$ cat src/rtl/dc_tag_sched.sv
// Data-cache tag search scheduler: arbitrates core load/store requests, walks the
// ways of one set through the tag bank, and issues a fill request to L2 on a miss.
module dc_tag_sched #(
  parameter int unsigned WAYS     = 8,
  parameter int unsigned TAG_BITS = 10
) (
  input  logic                clk,
  input  logic                reset,
  input  logic                coretodc_ld_valid,
  output logic                coretodc_ld_retry,
  input  logic [TAG_BITS-1:0] coretodc_ld_tag,
  input  logic [4:0]          coretodc_ld_index,
  input  logic                coretodc_std_valid,
  output logic                coretodc_std_retry,
  input  logic [TAG_BITS-1:0] coretodc_std_tag,
  input  logic [4:0]          coretodc_std_index,
  output logic                tag_req_valid,
  output logic [7:0]          tag_req_pos,
  input  logic                tag_ack_valid,
  input  logic [TAG_BITS+4:0] tag_ack_data,
  output logic                l1tol2_req_valid,
  input  logic                l1tol2_req_retry,
  output logic [2:0]          l1tol2_req,
  input  logic                l2tol1_snack_valid,
  input  logic [4:0]          l2tol1_snack,
  output logic                done_valid,
  output logic                done_hit,
  output logic [2:0]          done_way
);

  localparam logic [2:0] SC_CMD_REQ_S  = 3'd1;
  localparam logic [2:0] SC_CMD_REQ_M  = 3'd2;
  localparam logic [4:0] SC_SCMD_ACK_S = 5'd1;
  localparam logic [4:0] SC_SCMD_ACK_E = 5'd2;
  localparam logic [4:0] SC_SCMD_ACK_M = 5'd3;
  localparam logic [2:0] LAST_WAY      = 3'(WAYS - 1);

  typedef enum logic [2:0] {IDLE, SEARCH, L2REQ, L2WAIT, DONE} state_t;

  state_t              state;
  logic                rr_st;
  logic                is_st;
  logic [TAG_BITS-1:0] lat_tag;
  logic [4:0]          lat_index;
  logic [2:0]          way;
  logic [2:0]          victim;
  logic                inv_found;
  logic                rrip_found;
  logic                grant_ld;
  logic                grant_st;
  logic [TAG_BITS-1:0] ack_tag;
  logic [1:0]          ack_rrip;
  logic [2:0]          ack_state;
  logic                ack_hit;
  logic                snack_is_ack;

  assign ack_tag      = tag_ack_data[TAG_BITS-1:0];
  assign ack_rrip     = tag_ack_data[TAG_BITS+1:TAG_BITS];
  assign ack_state    = tag_ack_data[TAG_BITS+4:TAG_BITS+2];
  assign ack_hit      = (ack_tag == lat_tag) && (ack_state != 3'd0);
  assign snack_is_ack = (l2tol1_snack == SC_SCMD_ACK_S) || (l2tol1_snack == SC_SCMD_ACK_E) ||
                        (l2tol1_snack == SC_SCMD_ACK_M);

  // rr_st=1 favours the store; the pointer only moves when both requesters compete.
  always_comb begin
    grant_ld = 1'b0;
    grant_st = 1'b0;
    if (!reset && state == IDLE) begin
      if (coretodc_ld_valid && coretodc_std_valid) begin
        grant_ld = ~rr_st;
        grant_st = rr_st;
      end else begin
        grant_ld = coretodc_ld_valid;
        grant_st = coretodc_std_valid;
      end
    end
  end

  assign coretodc_ld_retry  = !reset && coretodc_ld_valid  && !grant_ld;
  assign coretodc_std_retry = !reset && coretodc_std_valid && !grant_st;

  always_ff @(posedge clk or posedge reset) begin
    if (reset) begin
      state            <= IDLE;
      rr_st            <= 1'b0;
      is_st            <= 1'b0;
      lat_tag          <= '0;
      lat_index        <= '0;
      way              <= '0;
      victim           <= '0;
      inv_found        <= 1'b0;
      rrip_found       <= 1'b0;
      tag_req_valid    <= 1'b0;
      tag_req_pos      <= '0;
      l1tol2_req_valid <= 1'b0;
      l1tol2_req       <= '0;
      done_valid       <= 1'b0;
      done_hit         <= 1'b0;
      done_way         <= '0;
    end else begin
      done_valid <= 1'b0;
      case (state)
        IDLE: begin
          if (grant_ld || grant_st) begin
            is_st         <= grant_st;
            lat_tag       <= grant_st ? coretodc_std_tag : coretodc_ld_tag;
            lat_index     <= grant_st ? coretodc_std_index : coretodc_ld_index;
            way           <= '0;
            victim        <= '0;
            inv_found     <= 1'b0;
            rrip_found    <= 1'b0;
            tag_req_valid <= 1'b1;
            tag_req_pos   <= {(grant_st ? coretodc_std_index : coretodc_ld_index), 3'd0};
            if (coretodc_ld_valid && coretodc_std_valid) rr_st <= ~rr_st;
            state <= SEARCH;
          end
        end
        SEARCH: begin
          tag_req_valid <= 1'b0;
          if (tag_ack_valid) begin
            if (ack_hit) begin
              done_hit   <= 1'b1;
              done_way   <= way;
              done_valid <= 1'b1;
              state      <= DONE;
            end else begin
              // An invalid way always beats an RRIP==3 candidate, even one seen earlier.
              if (ack_state == 3'd0) begin
                if (!inv_found) begin
                  victim    <= way;
                  inv_found <= 1'b1;
                end
              end else if (!inv_found && !rrip_found && ack_rrip == 2'd3) begin
                victim     <= way;
                rrip_found <= 1'b1;
              end
              if (way == LAST_WAY) begin
                l1tol2_req_valid <= 1'b1;
                l1tol2_req       <= is_st ? SC_CMD_REQ_M : SC_CMD_REQ_S;
                state            <= L2REQ;
              end else begin
                way           <= way + 3'd1;
                tag_req_valid <= 1'b1;
                tag_req_pos   <= {lat_index, way + 3'd1};
              end
            end
          end
        end
        L2REQ: begin
          if (!l1tol2_req_retry) begin
            l1tol2_req_valid <= 1'b0;
            state            <= L2WAIT;
          end
        end
        L2WAIT: begin
          if (l2tol1_snack_valid && snack_is_ack) begin
            done_hit   <= 1'b0;
            done_way   <= victim;
            done_valid <= 1'b1;
            state      <= DONE;
          end
        end
        DONE:    state <= IDLE;
        default: state <= IDLE;
      endcase
    end
  end

endmodule

$ cat config.mk
export PLATFORM = sky130hd
export DESIGN_NAME = dc_tag_sched
export DESIGN_NICKNAME = d
export VERILOG_FILES = /design/src/rtl/dc_tag_sched.sv
export SDC_FILE = /design/constraint.sdc
export NUM_CORES = 1
export LEC_CHECK = 0
export ABC_AREA = 1
export BUFFER_PORTS_ARGS = -buffer_cell sky130_fd_sc_hd__buf_2
export CORE_MARGIN = 1.5
export CORE_UTILIZATION = 50
export CTS_CLUSTER_DIAMETER = 150
export DETAILED_ROUTE_END_ITERATION = 12
export GPL_ROUTABILITY_DRIVEN = 1
export GPL_TIMING_DRIVEN = 0
export PLACE_DENSITY = 0.86
export SLEW_MARGIN = 40
export SYNTH_ARGS = -nofsm -noshare
export SYNTH_HDL_FRONTEND = slang
export SYNTH_SLANG_ARGS = --single-unit
export TNS_END_PERCENT = 30
$ cat constraint.sdc
create_clock -name clk -period 2.25 [get_ports clk]
set_clock_uncertainty 0.15 [all_clocks]
set_input_delay 0.3375 -clock clk [delete_from_list [all_inputs] [get_ports clk]]
set_output_delay 0.3375 -clock clk [all_outputs]
set_load 0.01 [all_outputs]
* Word level (Yosys, flattened, before mapping) *
Cells that the tools add are included.
Widths: inputs -> output; s select.

operators by class
  equality and inequality tests = 23
  bitwise operators = 2
  multiplexer cells = 62
  reduce and logical (&&, ||, !) cells = 35
  add/subtract/negate cells = 1

operators by type and width
  cell                 number
  $mux 3               18
  $mux 8               4
  $mux 1               26
  $ne 2x2->1 const B   10
  $reduce_and 5->1     4
  $pmux 3 s2           3
  $pmux 8 s2           1
  $pmux 1 s2           6
  $pmux 3 s4           1
  $reduce_and 6->1     2
  $eq 10x10->1         1
  $eq 5x2->1 const B   2
  $logic_and 1x1->1    10
  $mux 10              1
  $ne 3x3->1 const B   3
  $reduce_and 4->1     2
  $eq 3x2->1 const B   2
  $logic_not 3->1      2
  $reduce_bool 2->1    3
  $eq 5x1->1 const B   1
  $logic_not 1->1      5
  $mux 5               1
  $reduce_and 2->1     2
  $add 3x1->3 const B  1
  9 further kinds      12

word-level totals
  bits in registers = 46
  input bits = 57
  output and inout port bits = 20

* Logic depth before layout (Yosys ltp) *
Gate-level depths: netlist (run 1).

  depth after elaboration = 8
  depth in mapped cells = 11

* Worst setup path after synthesis (run 1) *
Ideal clock, no wire load.

  kind = input port to flip-flop
  from = in reset
  to = reg tag_req_pos[0]
  library setup time = 0.121 ns
  arrival = 2.046 ns
  setup slack = -0.067 ns
  required time = 1.979 ns
  stages = 9
  path through = inv_1 -> nand3_1 -> nand3_1 -> nand2_2 -> nor2_4 -> nand2_2 -> buf_6 -> nand2_1 -> o21ai_1

between the ends
  word-level cells in the longest chain between the ends = 6
  elaborated cells between the ends (all ways) = 7
  those cells by class = 1 x eq/ne; 2 x mux; 4 x reduce/logical

RTL lines
  item                            RTL line  source
  start, declared                 8         input logic reset,
  $logic_not 1->1 (no line) (*)   --
  $logic_and 1x1->1 (*)           68        if (!reset && state == IDLE) begin
  $mux 1                          68
  $logic_or 1x1->1 (*)            104       if (grant_ld || grant_st) begin
  $ne 2x1->1 (no line) (*)        --
  $reduce_and 5->1 (no line) (*)  --
  end signal, assigned            113       tag_req_pos <= {(grant_st ? coretodc_std_index : coretodc_ld_index), 3'd0};
  end signal, assigned            144       tag_req_pos <= {lat_index, way + 3'd1};
  end, declared                   18        output logic [7:0] tag_req_pos,

Every way passes the cells marked *; elsewhere a longest branch is shown, timed or not.
A chain may end at the register's enable or synchronous reset.

* Final worst setup path (run 1) *
  from = reg rr_st
  to = out coretodc_std_retry

between the ends
  word-level cells in the longest chain between the ends = 4

RTL lines
  item                    RTL line  source
  start, declared         41        logic rr_st;
  start signal, assigned  114       if (coretodc_ld_valid && coretodc_std_valid) rr_st <= ~rr_st;
  $mux 1                  69        if (coretodc_ld_valid && coretodc_std_valid) begin
  $mux 1                  68
  $logic_not 1->1         80        assign coretodc_std_retry = !reset && coretodc_std_valid && !grant_st;
  $logic_and 1x1->1       80
  end, declared           14        output logic coretodc_std_retry,

No other way between the ends.

==> flow_summary.ini, run 1 <==
[place]
placed_cells = 513
globalplace.congestion = 0.870
place_hpwl_um = 4840
dp_slack_ns = -0.102
port-buffer-count = 75

[synthesis]
syn-cell-area_sq_um = 2620
synth_edf_count = 0
ys_seq_area_share_pct = 40.1
ys.flop_type = dfrtp_1
synthTopCellsByCount = 142 x nand2_1, 42 x dfrtp_1, 40 x inv_1
synthMostInstantiatedCell = nand2_1
synth_fp_nets = 426
netlist_instances = 367
async_reset_ff_share_pct = 100
synth_top_area_share_pct = 40.1
yosys.area.top_type = dfrtp_1
synthTopCellsByArea = dfrtp_1 40%, nand2_1 20%, inv_1 5.7%
yosysUniqueCellTypes = 36
synth-seq-cells = 42
yosys_warnings = 0
syn_area_per_cell_sq_um = 7.14

[pwr]
p_seq_share_pct = 33.4
sw_frac_of_total_pct = 41.7
p_clk_share_pct = 19.5
combPwrFrac_pct = 47.1
powerDensity_nw_per_um2 = 1160
p_int_mw = 2.22
peakVddDrop_uv = 556
power.switching_mw = 1.59
leakage_nw = 1.87

[cts]
cts_root_buffer = clkbuf_8
clk_pin_slew_ns = 0.08
cts_tree = done
clockBufferDepth = 2
insertion_delay_ns = 0.31
cts_buffers = 5
htreeDepth = 2
clock_sinks = 42

[worst_hold_path]
hp-class = input pin to asynchronous set/reset pin

[setup_path]
crit_type = flip-flop to primary output
end_kind = primary output
worstSetupStartpointType = flip-flop
r2r_setup_slack_ns = 0.39
crit_path_max_fanout = 10
path_cells = inv_2 -> a21oi_4 -> nand2_4 -> inv_2 -> buf_6 -> nor3_1 -> buf_2
r2r_end = rr_st$_DFFE_PP0P_
crit_required_ns = 1.76
crit_arrival_ns = 1.64
crit_path_frequent_cell = inv_2
startpoint = rr_st$_DFFE_PP0P_
r2r-start = state[0]$_DFFE_PP0P_
slowest_delay_ns = 0.42
critPathSlowestCell = dfrtp_1
reg2reg_depth = 9

[timing]
fin_ws_ns = 0.122
worst_hold_slack_ns = -0.0160
rsz0062_at_grt = false
setup_viol = 0
fin_crit_sh_pct = 94.6
final-hold-violation-count = 22
min_period_ns = 2.13
slew_viol_final = 0
fmax_ghz = 0.470

[global_route]
grt_pass1_vias = 2535
antenna_found_initial = 0
grt_pass1_wl_um = 10800
grt_max_degree = 25
grt_overflow_total = 0
grt_util_all_layers_pct = 25.1

[final_layout]
final_util_pct = 64.7
fillers = 445
fin_cells = 523
final_nets = 511
syn_to_final_growth_pct = 25.3
diodes = 0
drive_gt1_share_pct = 26.7

[job]
maxCapViolCount = 0

[outcome]
failed_checks = negative hold slack
status = finished, violations left

[die]
die_h_um = 75.4
core-area_sq_um = 5070
initial_core_util_pct = 51.7
die-area_sq_um = 5690
die_x_um = 75.4
rows = 26
pin_count = 77

[drt]
detail_route.iter0.violations = 156
dr.pass1.iters = 4
drc = 0
wl_per_cell_um = 12.5
routed_wirelength_um = 6530
antenna_left = 0
vias = 2660
via_per_inst = 5.09
-- layout by cell type, fill, tap and decap left out, types with 2 or more instances in the layout --
| master | count |
|---|---|
| nand2_1 | 142 |
| buf_2 | 80 |
| dfrtp_1 | 42 |
| inv_1 | 38 |
| nor2_1 | 29 |
| nand3_1 | 28 |
| a31oi_1 | 10 |
| nand4_1 | 9 |
| o21ai_0 | 6 |
| nand3b_1 | 6 |
| nand3_2 | 6 |
| clkbuf_8 | 6 |
| inv_2 | 5 |
| buf_6 | 4 |
| xnor2_1 | 3 |
| nand2_2 | 3 |
| a21oi_1 | 3 |
| buf_4 | 3 |
| o21ai_1 | 3 |
| nor2_4 | 2 |
| nand2_4 | 2 |
| xor2_1 | 2 |
| nor3_1 | 2 |
| ha_1 | 2 |
| bufinv_16 | 2 |
-- layer usage --
metal	up-vias	wire length (um)	part of all wire [%]	track usage [%]
met5	-	0	0	0
met4	0	191	2.9	12.5
met3	15	362	5.5	5.03
met2	96	3230	49	42.8
met1	1217	2750	42	30.2
li1	1332	-	-	-
-- flip-flops by register name, summed over array words and instances, names as in the netlist, 2 cells and up --
name / flops
done_way: 3
l1tol2_req: 2
lat_index: 5
lat_tag: 10
state: 3
tag_req_pos: 8
victim: 3
-- worst max path at each step --
stage / endpoint / slack (ns) / depth (start not counted)
2_1_floorplan: tag_req_pos[0]$_DFFE_PP0P_ / 0.28 / 9
3_3_place_gp: tag_req_pos[0]$_DFFE_PP0P_ / -0.33 / 10
3_5_place_dp: tag_req_pos[4]$_DFFE_PP0P_ / -0.10 / 11
4_1_cts: coretodc_std_retry / 0.05 / 8
5_1_grt: coretodc_std_retry / 0.02 / 8
6_report: coretodc_std_retry / 0.12 / 7
-- critical path: cells and delay by family, from the launching register on --
kind | cells | cell delay [ns]
simple gates | 2 | 0.18
compound gates | 1 | 0.28
buf+inv | 4 | 0.46
flops | 1 | 0.42
-- what timing repair did --
item / 4_1_cts / 5_1_grt
resized for setup: 1 / 2
setup buffers: 1 / 0
pin swaps: 1 / 1
setup endpoints to repair: 1 / 7
endpoints found under the hold margin: 20 / 0
hold buffers: 2 / 0
-- power by group through the flow --
stage / Combinational, mW / Clock [mW] / Sequential [mW]
global placement: 1.69 / 0 / 1.26
floorplan: 1.25 / 0 / 1.29
detailed placement: 1.75 / 0 / 1.28
global route: 2.03 / 0.779 / 1.31
CTS: 1.79 / 0.753 / 1.26
finish: 1.79 / 0.744 / 1.27
-- cells by family after synthesis --
family / Yosys count / share of synthesized area, %
AO/OA/AOI/OAI: 29 / 7.16
XOR/XNOR: 5 / 1.67
adder cells (fa/ha/maj): 2 / 0.955
buffers and inverters: 56 / 10.3
flip-flops: 42 / 40.1
other: 1 / 0.143
AND/OR/NAND/NOR: 232 / 39.7
-- through the flow --
stage	TNS [ns]	total power, mW	cell area [sq um]
final	0	3.81	3280
after detailed placement	-0.771	3.03	3120
after floorplan	0	2.55	2630
after global placement	-3.23	2.95	3090
after CTS	0	3.81	3290
after global routing	0	4.12	3280
-- layout make-up --
| type | instances | area (sq um) | share of cell area [%] |
|---|---|---|---|
| sequential | 42 | 1050 | 32.0 |
| clock buffer | 6 | 82.6 | 2.52 |
| inverter | 44 | 169 | 5.14 |
| tap | 70 | 87.6 | 2.67 |
| multi-input combinational | 269 | 1310 | 40.0 |
| clock inverter | 2 | 60.1 | 1.83 |
| timing repair buffer | 78 | 415 | 12.7 |
| buffer | 12 | 104 | 3.16 |
(Power assumes the default switching activity.)
==> run 2: changes to the inputs <==
- CORE_UTILIZATION: 50 -> 52
- PLACE_DENSITY: 0.86 -> not set
- PLACE_DENSITY_LB_ADDON: not set -> 0.1
==> flow_summary.ini, run 2 (synthesized netlist as in run 1, its figures left out) <==
[final_layout]
mostFrequentLayoutCells = 142 x nand2_1, 79 x buf_2, 42 x dfrtp_1, 39 x inv_1, 29 x nor2_1
largestRegisters = lat_tag: 10 flops, tag_req_pos: 8 flops, lat_index: 5 flops
drive_gt1_share_pct = 27.1
final_nets = 516
syn_to_final_growth_pct = 25.6
top_register = lat_tag
fillers = 438
largest_reg_flops = 10
diodes = 0
seq_area_sq_um = 1050
final_common_cell = nand2_1
stdcell_area_sq_um = 3290
multi_input_area_sq_um = 1310

[cts]
cts_root_buffer = clkbuf_8
clk_pin_slew_ns = 0.07
clockBufferDepth = 2
cts_buffers = 5
cts_tree = done
insertion_delay_ns = 0.29
clock_sinks = 42
htreeDepth = 2

[place]
port-buffer-count = 75
postPlaceCellArea_sq_um = 3130
place_hpwl_um = 4730
globalplace.congestion = 0.864

[die]
die_h_um = 74
pin_count = 77
die_x_um = 74
core-area_sq_um = 4790
rows = 25
initial_core_util_pct = 54.8
die-area_sq_um = 5480

[pwr]
power.switching_mw = 1.53
p_int_mw = 2.07
combPwrFrac_pct = 49.3
powerDensity_nw_per_um2 = 1090
p_seq_share_pct = 35.1
sw_frac_of_total_pct = 42.5
leakage_nw = 1.87
peakVddDrop_uv = 588
p_clk_share_pct = 15.6

[setup_path]
worstSetupStartpointType = flip-flop
reg2reg_depth = 9
crit_type = flip-flop to primary output
end_kind = primary output
crit_path_max_fanout = 10
crit_required_ns = 1.76
crit_arrival_ns = 1.65

[timing]
setup_viol = 0
final-hold-violation-count = 0
rsz0062_at_grt = false
min_period_ns = 2.13
setup-tns-final_ns = 0
fmax_ghz = 0.468
worst_hold_slack_ns = 0.141
slew_viol_final = 0
fin_crit_sh_pct = 94.9

[drt]
via_per_inst = 4.93
wl_per_cell_um = 11.6
antenna_left = 0
dr.pass1.iters = 4
detail_route.iter0.violations = 137
routed_wirelength_um = 6070
drc = 0
vias = 2590

[global_route]
antenna_found_initial = 0
grt_overflow_total = 0
grt_util_all_layers_pct = 24.0
grt_max_degree = 21
grt_pass1_wl_um = 10300
grt_pass1_vias = 2419

[worst_hold_path]
holdPathStages = 3
hp-class = input pin to flip-flop

[outcome]
status = finished, final reports clean

[job]
maxCapViolCount = 0
run 2: cell types whose count changed in the layout (fill, tap and decap cells not counted), sizes merged:
cell,before,now
bufinv,2,0
buf,89,93
dlygate4sd3,0,1
clkbuf,7,9
run 2: worst max-delay path, cell delays in order, from the launching register on:
cell and delay [ns]:
dfrtp_1 0.43, inv_2 0.07, nand2_2 0.08, nor3_4 0.23
nand2_2 0.14, inv_2 0.09, buf_6 0.13, nor3_1 0.05
buf_2 0.13
run 2: worst paths after layout:
check	from	to	slack, ns
min reg2reg	is_st$_DFFE_PP0P_	l1tol2_req[0]$_DFFE_PP0P_	0.31
max in group asynchronous	reset	victim[2]$_DFFE_PP0P_	1.09
min in group asynchronous	reset	rr_st$_DFFE_PP0P_	0.56
min	coretodc_std_tag[7]	lat_tag[7]$_DFFE_PP0P_	0.14
max	state[0]$_DFFE_PP0P_	coretodc_std_retry	0.12
max reg2reg	state[0]$_DFFE_PP0P_	inv_found$_DFFE_PP0P_	0.40
run 2: power groups by stage:
| stage | clock network (mW) | logic [mW] | registers, mW |
|---|---|---|---|
| 2_1_floorplan | 0 | 1.25 | 1.29 |
| 3_3_place_gp | 0 | 1.70 | 1.26 |
| 3_5_place_dp | 0 | 1.75 | 1.28 |
| 4_1_cts | 0.573 | 1.78 | 1.26 |
| 5_1_grt | 0.599 | 2.03 | 1.31 |
| 6_report | 0.559 | 1.77 | 1.26 |
run 2: metrics by stage:
stage | power [mW] | cells | utilization [%] | setup slack, ns
3_3_place_gp | 2.96 | 509 | 64.4 | -0.350
6_report | 3.59 | 525 | 68.8 | 0.115
4_1_cts | 3.61 | 521 | 68.0 | 0.0364
2_1_floorplan | 2.55 | 367 | - | 0.276
3_5_place_dp | 3.03 | 511 | 65.3 | 0.295
5_1_grt | 3.94 | 525 | 68.8 | 0.0108
run 2: final cells by class:
cell class	count	share of cell area (%)
multi-input combinational	269	39.8
sequential	42	31.9
timing repair buffer	83	14.1
inverter	44	5.13
clock buffer	8	3.34
buffer	12	3.15
tap	67	2.55
run 2: timing repair:
action | in CTS | in global routing
endpoints found under the setup margin | 1 | 10
pin swaps | 1 | 0
hold buffers | 1 | 0
resized for setup | 0 | 1
setup buffers | 1 | 4
endpoints found under the hold margin | 9 | 0
run 2: per-layer routing:
metal  track usage [%]  wire length (um)  up-vias
met5                 0                 0        -
met4              7.00                62        0
met3              2.98               394        6
met2              40.3              2870       93
met1              32.8              2740     1157
li1                  -                 -     1334
